[src/rtl/fifo_pkg.sv]
// Shared defaults for the synchronous FIFO and its pointer counters.
// The top and the pointer sub-module take their parameter defaults from here.
package fifo_pkg;

  localparam int FIFO_DEPTH     = 16;
  localparam int FIFO_WIDTH     = 8;
  localparam int FIFO_PTR_WIDTH = 4;

endpackage : fifo_pkg

[src/rtl/fifo_ptr.sv]
// Wrapping FIFO pointer: PTR_WIDTH index plus a toggle bit that flips on each wrap.
// Index and toggle form one counter, so the carry out of the index is the toggle.
module fifo_ptr
  import fifo_pkg::*;
#(
  parameter int PTR_WIDTH = FIFO_PTR_WIDTH
) (
  input  logic                 clk,
  input  logic                 rst,
  input  logic                 i_inc,
  output logic [PTR_WIDTH-1:0] o_idx,
  output logic                 o_tog
);

  logic [PTR_WIDTH:0] r_ptr;

  always_ff @(posedge clk or negedge rst) begin
    if (!rst) begin
      r_ptr <= '0;
    end else if (i_inc) begin
      r_ptr <= r_ptr + (PTR_WIDTH+1)'(1);
    end
  end

  assign o_idx = r_ptr[PTR_WIDTH-1:0];
  assign o_tog = r_ptr[PTR_WIDTH];

endmodule : fifo_ptr

[src/rtl/fifo.sv]
// Single-clock FIFO with registered read data and registered over/underflow flags.
// Full/empty come straight from the pointer registers (index match, toggle compare).
module fifo
  import fifo_pkg::*;
#(
  parameter int DEPTH     = FIFO_DEPTH,
  parameter int WIDTH     = FIFO_WIDTH,
  parameter int PTR_WIDTH = FIFO_PTR_WIDTH
) (
  input  logic             clk,
  input  logic             rst,
  input  logic             wr_en,
  input  logic             rd_en,
  output logic             wr_error,
  output logic             rd_error,
  input  logic [WIDTH-1:0] wr_data,
  output logic [WIDTH-1:0] rd_data,
  output logic             full,
  output logic             empty
);

  logic [PTR_WIDTH-1:0] w_wr_idx;
  logic [PTR_WIDTH-1:0] w_rd_idx;
  logic                 w_wr_tog;
  logic                 w_rd_tog;
  logic                 w_full;
  logic                 w_empty;
  logic                 w_wr_acc;
  logic                 w_rd_acc;

  logic [WIDTH-1:0]     r_mem [DEPTH];
  logic [WIDTH-1:0]     r_rd_data;
  logic                 r_wr_error;
  logic                 r_rd_error;

  assign w_full   = (w_wr_idx == w_rd_idx) && (w_wr_tog != w_rd_tog);
  assign w_empty  = (w_wr_idx == w_rd_idx) && (w_wr_tog == w_rd_tog);
  // Both requests are judged on the pre-edge flags, so a simultaneous
  // read/write when empty or full accepts only one side.
  assign w_wr_acc = wr_en && !w_full;
  assign w_rd_acc = rd_en && !w_empty;

  fifo_ptr #(.PTR_WIDTH(PTR_WIDTH)) u_wr_ptr (
    .clk   (clk),
    .rst   (rst),
    .i_inc (w_wr_acc),
    .o_idx (w_wr_idx),
    .o_tog (w_wr_tog)
  );

  fifo_ptr #(.PTR_WIDTH(PTR_WIDTH)) u_rd_ptr (
    .clk   (clk),
    .rst   (rst),
    .i_inc (w_rd_acc),
    .o_idx (w_rd_idx),
    .o_tog (w_rd_tog)
  );

  // Storage carries no reset so it can map onto block RAM.
  always_ff @(posedge clk) begin
    if (w_wr_acc) begin
      r_mem[w_wr_idx] <= wr_data;
    end
  end

  always_ff @(posedge clk or negedge rst) begin
    if (!rst) begin
      r_rd_data  <= '0;
      r_wr_error <= 1'b0;
      r_rd_error <= 1'b0;
    end else begin
      r_wr_error <= wr_en && w_full;
      r_rd_error <= rd_en && w_empty;
      if (w_rd_acc) begin
        r_rd_data <= r_mem[w_rd_idx];
      end
    end
  end

  assign rd_data  = r_rd_data;
  assign wr_error = r_wr_error;
  assign rd_error = r_rd_error;
  assign full     = w_full;
  assign empty    = w_empty;

endmodule : fifo

[config.mk]
export PLATFORM = sky130hd
export DESIGN_NAME = fifo
export DESIGN_NICKNAME = d
export VERILOG_FILES = /design/src/rtl/fifo_pkg.sv /design/src/rtl/fifo_ptr.sv /design/src/rtl/fifo.sv
export SDC_FILE = /design/constraint.sdc
export NUM_CORES = 1
export LEC_CHECK = 0
export BUFFER_PORTS_ARGS = -buffer_cell sky130_fd_sc_hd__buf_2
export CAP_MARGIN = 25
export CELL_PAD_IN_SITES_DETAIL_PLACEMENT = 1
export CELL_PAD_IN_SITES_GLOBAL_PLACEMENT = 1
export CORE_MARGIN = 4
export CORE_UTILIZATION = 45
export CTS_BUF_LIST = sky130_fd_sc_hd__clkbuf_4 sky130_fd_sc_hd__clkbuf_8 sky130_fd_sc_hd__clkbuf_16
export CTS_CLUSTER_SIZE = 16
export DETAILED_ROUTE_END_ITERATION = 7
export PLACE_DENSITY = 0.73
export SLEW_MARGIN = 20
export SYNTH_ARGS = -nofsm -noshare
export SYNTH_HDL_FRONTEND = slang
export SYNTH_HIERARCHICAL = 1
export SYNTH_SLANG_ARGS = --single-unit
[constraint.sdc]
create_clock -name clk -period 2.5 [get_ports clk]
set_input_delay 0 -clock clk [delete_from_list [all_inputs] [get_ports clk]]
set_output_delay 0 -clock clk [all_outputs]
set_load 0.05 [all_outputs]
# After elaboration in Yosys (flattened, before gate mapping)
# Memories as Yosys holds them, arrays and structs flattened. A register that Yosys moved wholly into a read port is not among the register bits.
# Cells that the tools add are included.
# word_totals
reg_bits	12
mem_bits_rw	128
input_bits	12
output_inout_bits	12
n_memories	1
# memory_table
memory	depth	word_bits	read_ports	rd_ports_with_merged_regs	write_ports	line	source
r_mem	16	8	1	1	1	fifo.sv:31	logic [WIDTH-1:0] r_mem [DEPTH];
# op_classes
addsub	2
n_eq_ne	3
n_mux	2
reduce_logical	9
# op_table
op	n
$add A5 B1 Y5 const B	2
$logic_and A1 B1 Y1	6
$eq A4 B4 Y1	1
$logic_not A1 Y1	3
$mux W1	2
$eq A1 B1 Y1	1
$ne A1 B1 Y1	1

# Longest topological paths before layout
# logic_depth
word_depth	6
ltp_mapped	7
ltp_nobuf	6

# By module
# The synthesis kept the hierarchy.
# by_module_without_submodules
mod	instances	cells_per_inst	area_per_inst_um2	seq_area_each_um2
fifo	1	258	5392.7	4093.9
fifo_ptr	2	14	200.2	125.1

# Worst setup path before layout
# OpenSTA, ideal clock, no wires.
# synth_path
kind	register to register
from	register u_wr_ptr.r_ptr[2]
to	register u_wr_ptr.r_ptr[1]
t_arrival_ps	2294
path_slack_ps	81
stages_incl_launch_ff	7
path_buffers	1
cell_sequence	dfrtp_1 > clkbuf_1 > xnor2_1 > nand4_2 > nor2_1 > nor2b_1 > mux2_2
# synth_via
elab_chain_cells	4
# synth_lines
element	line	source
start, declared	fifo_ptr.sv:15	logic [PTR_WIDTH:0] r_ptr;
start signal, assigned	fifo_ptr.sv:21	r_ptr <= r_ptr + (PTR_WIDTH+1)'(1);
$eq A4 B4 Y1	fifo.sv:36	assign w_full = (w_wr_idx == w_rd_idx) && (w_wr_tog != w_rd_tog);
$logic_and A1 B1 Y1	fifo.sv:36	
via full	fifo.sv:18	output logic full,
$logic_not A1 Y1	fifo.sv:40	assign w_wr_acc = wr_en && !w_full;
$logic_and A1 B1 Y1	fifo.sv:40	
via w_wr_acc	fifo.sv:28	logic w_wr_acc;
# The timed path passes the listed nets, and every way through them passes these cells.
# A chain may end at the register's enable or synchronous reset.

# Worst setup path after layout
# layout_path
from	register u_rd_ptr.r_ptr[4]
to	memory r_mem[5][7] (netlist bit), enable pin
# layout_via
elab_chain_cells	6
# layout_lines
element	line	source
start, declared	fifo_ptr.sv:15	
start signal, assigned	fifo_ptr.sv:21	
$ne A1 B1 Y1	fifo.sv:36	
$logic_and A1 B1 Y1	fifo.sv:36	
$logic_not A1 Y1	fifo.sv:40	
$logic_and A1 B1 Y1	fifo.sv:40	
$mux W1	fifo.sv:61	if (w_wr_acc) begin
$mux W1 (not written as such)	fifo.sv:62	r_mem[w_wr_idx] <= wr_data;
end, declared	fifo.sv:31	
# No other way between the ends.

==> qor.csv <==
stage,metric,value,unit
pwr,Pwr Density,1250,nW/um^2
pwr,clock share of power,30.0,%
floorplanning,Placeable Area,12600,sq um
drt,vias per cell,5.47,
worst_hold_path,hold_sp,wr_data[4],
pwr,P_sw,2.75,mW
setup_path,critical path type,register to register,
setup_path,reg-to-reg endpoint,r_mem[5][7]$_DFFE_PP_,
synthesis,register area share after synthesis,75.0,%
synthesis,Post-Syn Nets,300,
setup_path,CP peak stage delay,0.64,ns
setup_path,most frequent CP cell,buf_4,
setup_path,CP max stage cell,nor2_1,
pwr,worst vdd ir,0.530,mV
setup_path,Worst Reg-to-Reg Cells,5,
run,Max Cap Violations,0,
worst_hold_path,Worst Hold Class,input port to register,
pwr,Pint,5.84,mW
placement,DP Wirelength,7.96,mm
finish,nets,351,
clock_network,worst-skew pair later-pin latency,0.41,ns
finish,most frequent cells in the layout,"128 x edfxtp_1, 32 x mux4_2, 23 x buf_2, 19 x dfrtp_1, 17 x clkbuf_16",
drt,initial DRC count,212,
placement,I/O Buffers,23,
clock_network,postcts setup bufs,0,
timing,final hold vios,0,
clock_network,total CTS buffers,17,
floorplanning,# rows,41,
timing,maximum clock frequency,462,MHz
grt,total grt overflow,0,
clock_network,clock sinks,148,
floorplanning,# IOs,24,
timing,"Setup violations, final",0,
finish,"most common cell after layout, fill and taps aside",edfxtp_1,
finish,Layout Utilization,54.3,%
setup_path,CP max FO,8,
floorplanning,Vert. Die Dim,121,um
setup_path,"CP delay by family, top",simple AND/OR/NAND/NOR gates,
synthesis,Yosys cell types,24,
worst_hold_path,Hold EP,r_mem[6][4]$_DFFE_PP_,
finish,P&R area growth vs syn,18.2,%
synthesis,Mean Syn Cell Area,20.3,sq um
setup_path,cells along the critical path,xnor2_1 -> buf_4 -> o2111ai_1 -> buf_4 -> nor2_1,
timing,final period demand of the worst path,2.16,ns
drt,WL/cell,23.9,um
floorplanning,initial core utilization,45.9,%
setup_path,RR Startpoint,u_rd_ptr/r_ptr[4]$_DFFE_PN0P_,
timing,worst-margin pin slew,0.853,ns
synthesis,Synth Warn #,6,
setup_path,Worst EP arrival,2.20,ns
run_status,status,finished clean,
setup_path,Setup crit end kind,register,
pwr,Power Total,8.59,mW
finish,# diodes,0,
setup_path,CP bufs+invs,2,
finish,share of cells above drive strength 1,32.6,%
clock_network,CTS root buffer,clkbuf_16,
drt,first drt pass iteration count,4,
timing,worst setup margin,0.335,ns
synthesis,Yosys reg bits,148,
floorplanning,die width,121,um
synthesis,"Top FF cell, synth",edfxtp_1,
pwr,power share of the combinational group,32.3,%
synthesis,"FFs w/ async S/R, synth",13.5,%
placement,pre-CTS setup slack,0.0562,ns
grt,initial antenna violation count,0,
timing,max_slew headroom,42.9,%
synthesis,Post-synth EDFFs,128,
drt,Routed Antenna Nets,0,
placement,Placer Congestion,0.790,
timing,RSZ-0062 raised after global routing,false,
pwr,sw frac,32.0,%
grt,vias in the first global route,3192,
synthesis,Synth Instances,286,
timing,worst clock skew,0.00613,ns
finish,final instance area,6850,sq um
drt,detailed-route via count,2854,
grt,Global Route Usage Sum,18.9,%
clock_network,Max Root-Sink Buffers,2,
setup_path,CP required,2.54,ns
clock_network,H-tree levels,4,
synthesis,synthesized cell area,5790,sq um
timing,fin. max-slew vios,0,
timing,"Period Utilization, post-route",86.6,%
floorplanning,Die ar.,14800,sq um
timing,Setup TNS,0,ns
drt,residual DRC count,0,
drt,total detailed-routing wirelength,12.5,mm
clock_network,post-CTS resize count,0,
grt,global-route wire length before repair,19.5,mm
pwr,Leak,2.33,nW
worst_hold_path,hold path cells,1,
placement,dpl cell area,6150,sq um
setup_path,Critical Path Start Type,register,
grt,largest net degree at the start of global routing,36,
setup_path,flop-to-flop setup slack,0.34,ns
pwr,Reg power frac,37.7,%
clock_network,"CTS clk-pin slew, worst paths",0.06,ns
clock_network,CTS tree,built,
-- kinds of logic (layout without fill, tap and decap cells) --
kind of cell               Yosys count  in the layout  share of synthesized area [%]
DFF                                148            148                           75.0
xor gates and xnor gates            14             14                           2.12
muxes                               42             42                           14.4
buffers and inverters               16             80                           1.58
and+or+nand+nor                     43             43                           3.54
AOI/OAI and AO/OA                   21             21                           2.96
adders and majority gates            2              2                          0.432
-- routing by layer --
layer | share of wire (%) | global-route usage [%]
met3 | 5.9 | 4.62
met5 | 0 | 0
met1 | 42 | 25.8
met4 | 3.4 | 9.59
met2 | 48 | 28.3
-- worst max path at each step --
stage | start | end | slack (ns) | cells past startpoint
after floorplan | u_wr_ptr/r_ptr[2]$_DFFE_PN0P_ | u_wr_ptr/r_ptr[1]$_DFFE_PN0P_ | 0.08 | 6
after global placement | u_rd_ptr/r_ptr[4]$_DFFE_PN0P_ | r_mem[2][2]$_DFFE_PP_ | 0.24 | 4
after detailed placement | u_wr_ptr/r_ptr[1]$_DFFE_PN0P_ | r_mem[2][3]$_DFFE_PP_ | 0.06 | 4
after CTS | u_rd_ptr/r_ptr[4]$_DFFE_PN0P_ | r_mem[2][2]$_DFFE_PP_ | 0.06 | 4
after global routing | u_rd_ptr/r_ptr[4]$_DFFE_PN0P_ | r_mem[5][2]$_DFFE_PP_ | 0.17 | 5
final | u_rd_ptr/r_ptr[4]$_DFFE_PN0P_ | r_mem[5][7]$_DFFE_PP_ | 0.34 | 5
-- synthesized netlist by cell type (2+ instances only) --
cell type / count / share of area [%]
clkbuf_1: 6 / 0.39
xor2_1: 3 / 0.45
nor2_1: 15 / 0.97
a22oi_1: 16 / 2.1
dfrtp_1: 20 / 8.6
and2_1: 3 / 0.32
buf_1: 2 / 0.13
nand2b_1: 2 / 0.22
nand4_1: 4 / 0.43
edfxtp_1: 128 / 66
nor3_1: 4 / 0.35
buf_6: 4 / 0.78
nand2_1: 11 / 0.71
mux2_2: 10 / 1.9
inv_1: 2 / 0.13
xnor2_1: 11 / 1.7
o2111ai_1: 4 / 0.60
ha_1: 2 / 0.43
mux4_2: 32 / 12
nor2b_1: 3 / 0.32
-- power by group through the flow --
stage | Sequential, mW | Clock [mW] | Combinational [mW]
2_1_floorplan | 3.52 | 0 | 1.69
3_3_place_gp | 3.26 | 0 | 2.68
3_5_place_dp | 3.29 | 0 | 2.75
4_1_cts | 3.24 | 2.61 | 2.78
5_1_grt | 3.27 | 2.73 | 2.99
6_report | 3.24 | 2.58 | 2.77
-- cell type report --
type / instances / area (sq um)
Multi-Input combinational cell: 122 / 1380
Clock inverter: 14 / 166
Sequential cell: 148 / 4350
Tap cell: 172 / 215
Timing Repair Buffer: 45 / 300
Inverter: 3 / 11.3
Clock buffer: 18 / 433
Fill cell: 1128 / 5770
-- timing repair --
| action | 4_1_cts | 5_1_grt |
|---|---|---|
| endpoints found under the hold margin | 94 | 0 |
| hold buffers | 8 | 0 |
| endpoints found under the setup margin | 0 | 0 |
-- worst reg2reg max path: stages, from the launching register on --
cell and delay (ns):
dfrtp_1 0.42, xnor2_1 0.18, buf_4 0.16, o2111ai_1 0.19, buf_4 0.19, nor2_1 0.64
-- stage by stage --
step,hold slack [ns],instances
floorplan,-0.296,286
global placement,-0.0304,482
global route,0.00736,522
finish,0.00390,522
CTS,0.00255,522
detailed placement,-0.0238,482
-- sequential cells by signal, indices dropped and copies added (netlist names) --
register        flops
r_mem             128
rd_data             8
u_rd_ptr/r_ptr      5
u_wr_ptr/r_ptr      5
rd_error            1
wr_error            1
(Power assumes the default switching activity.)
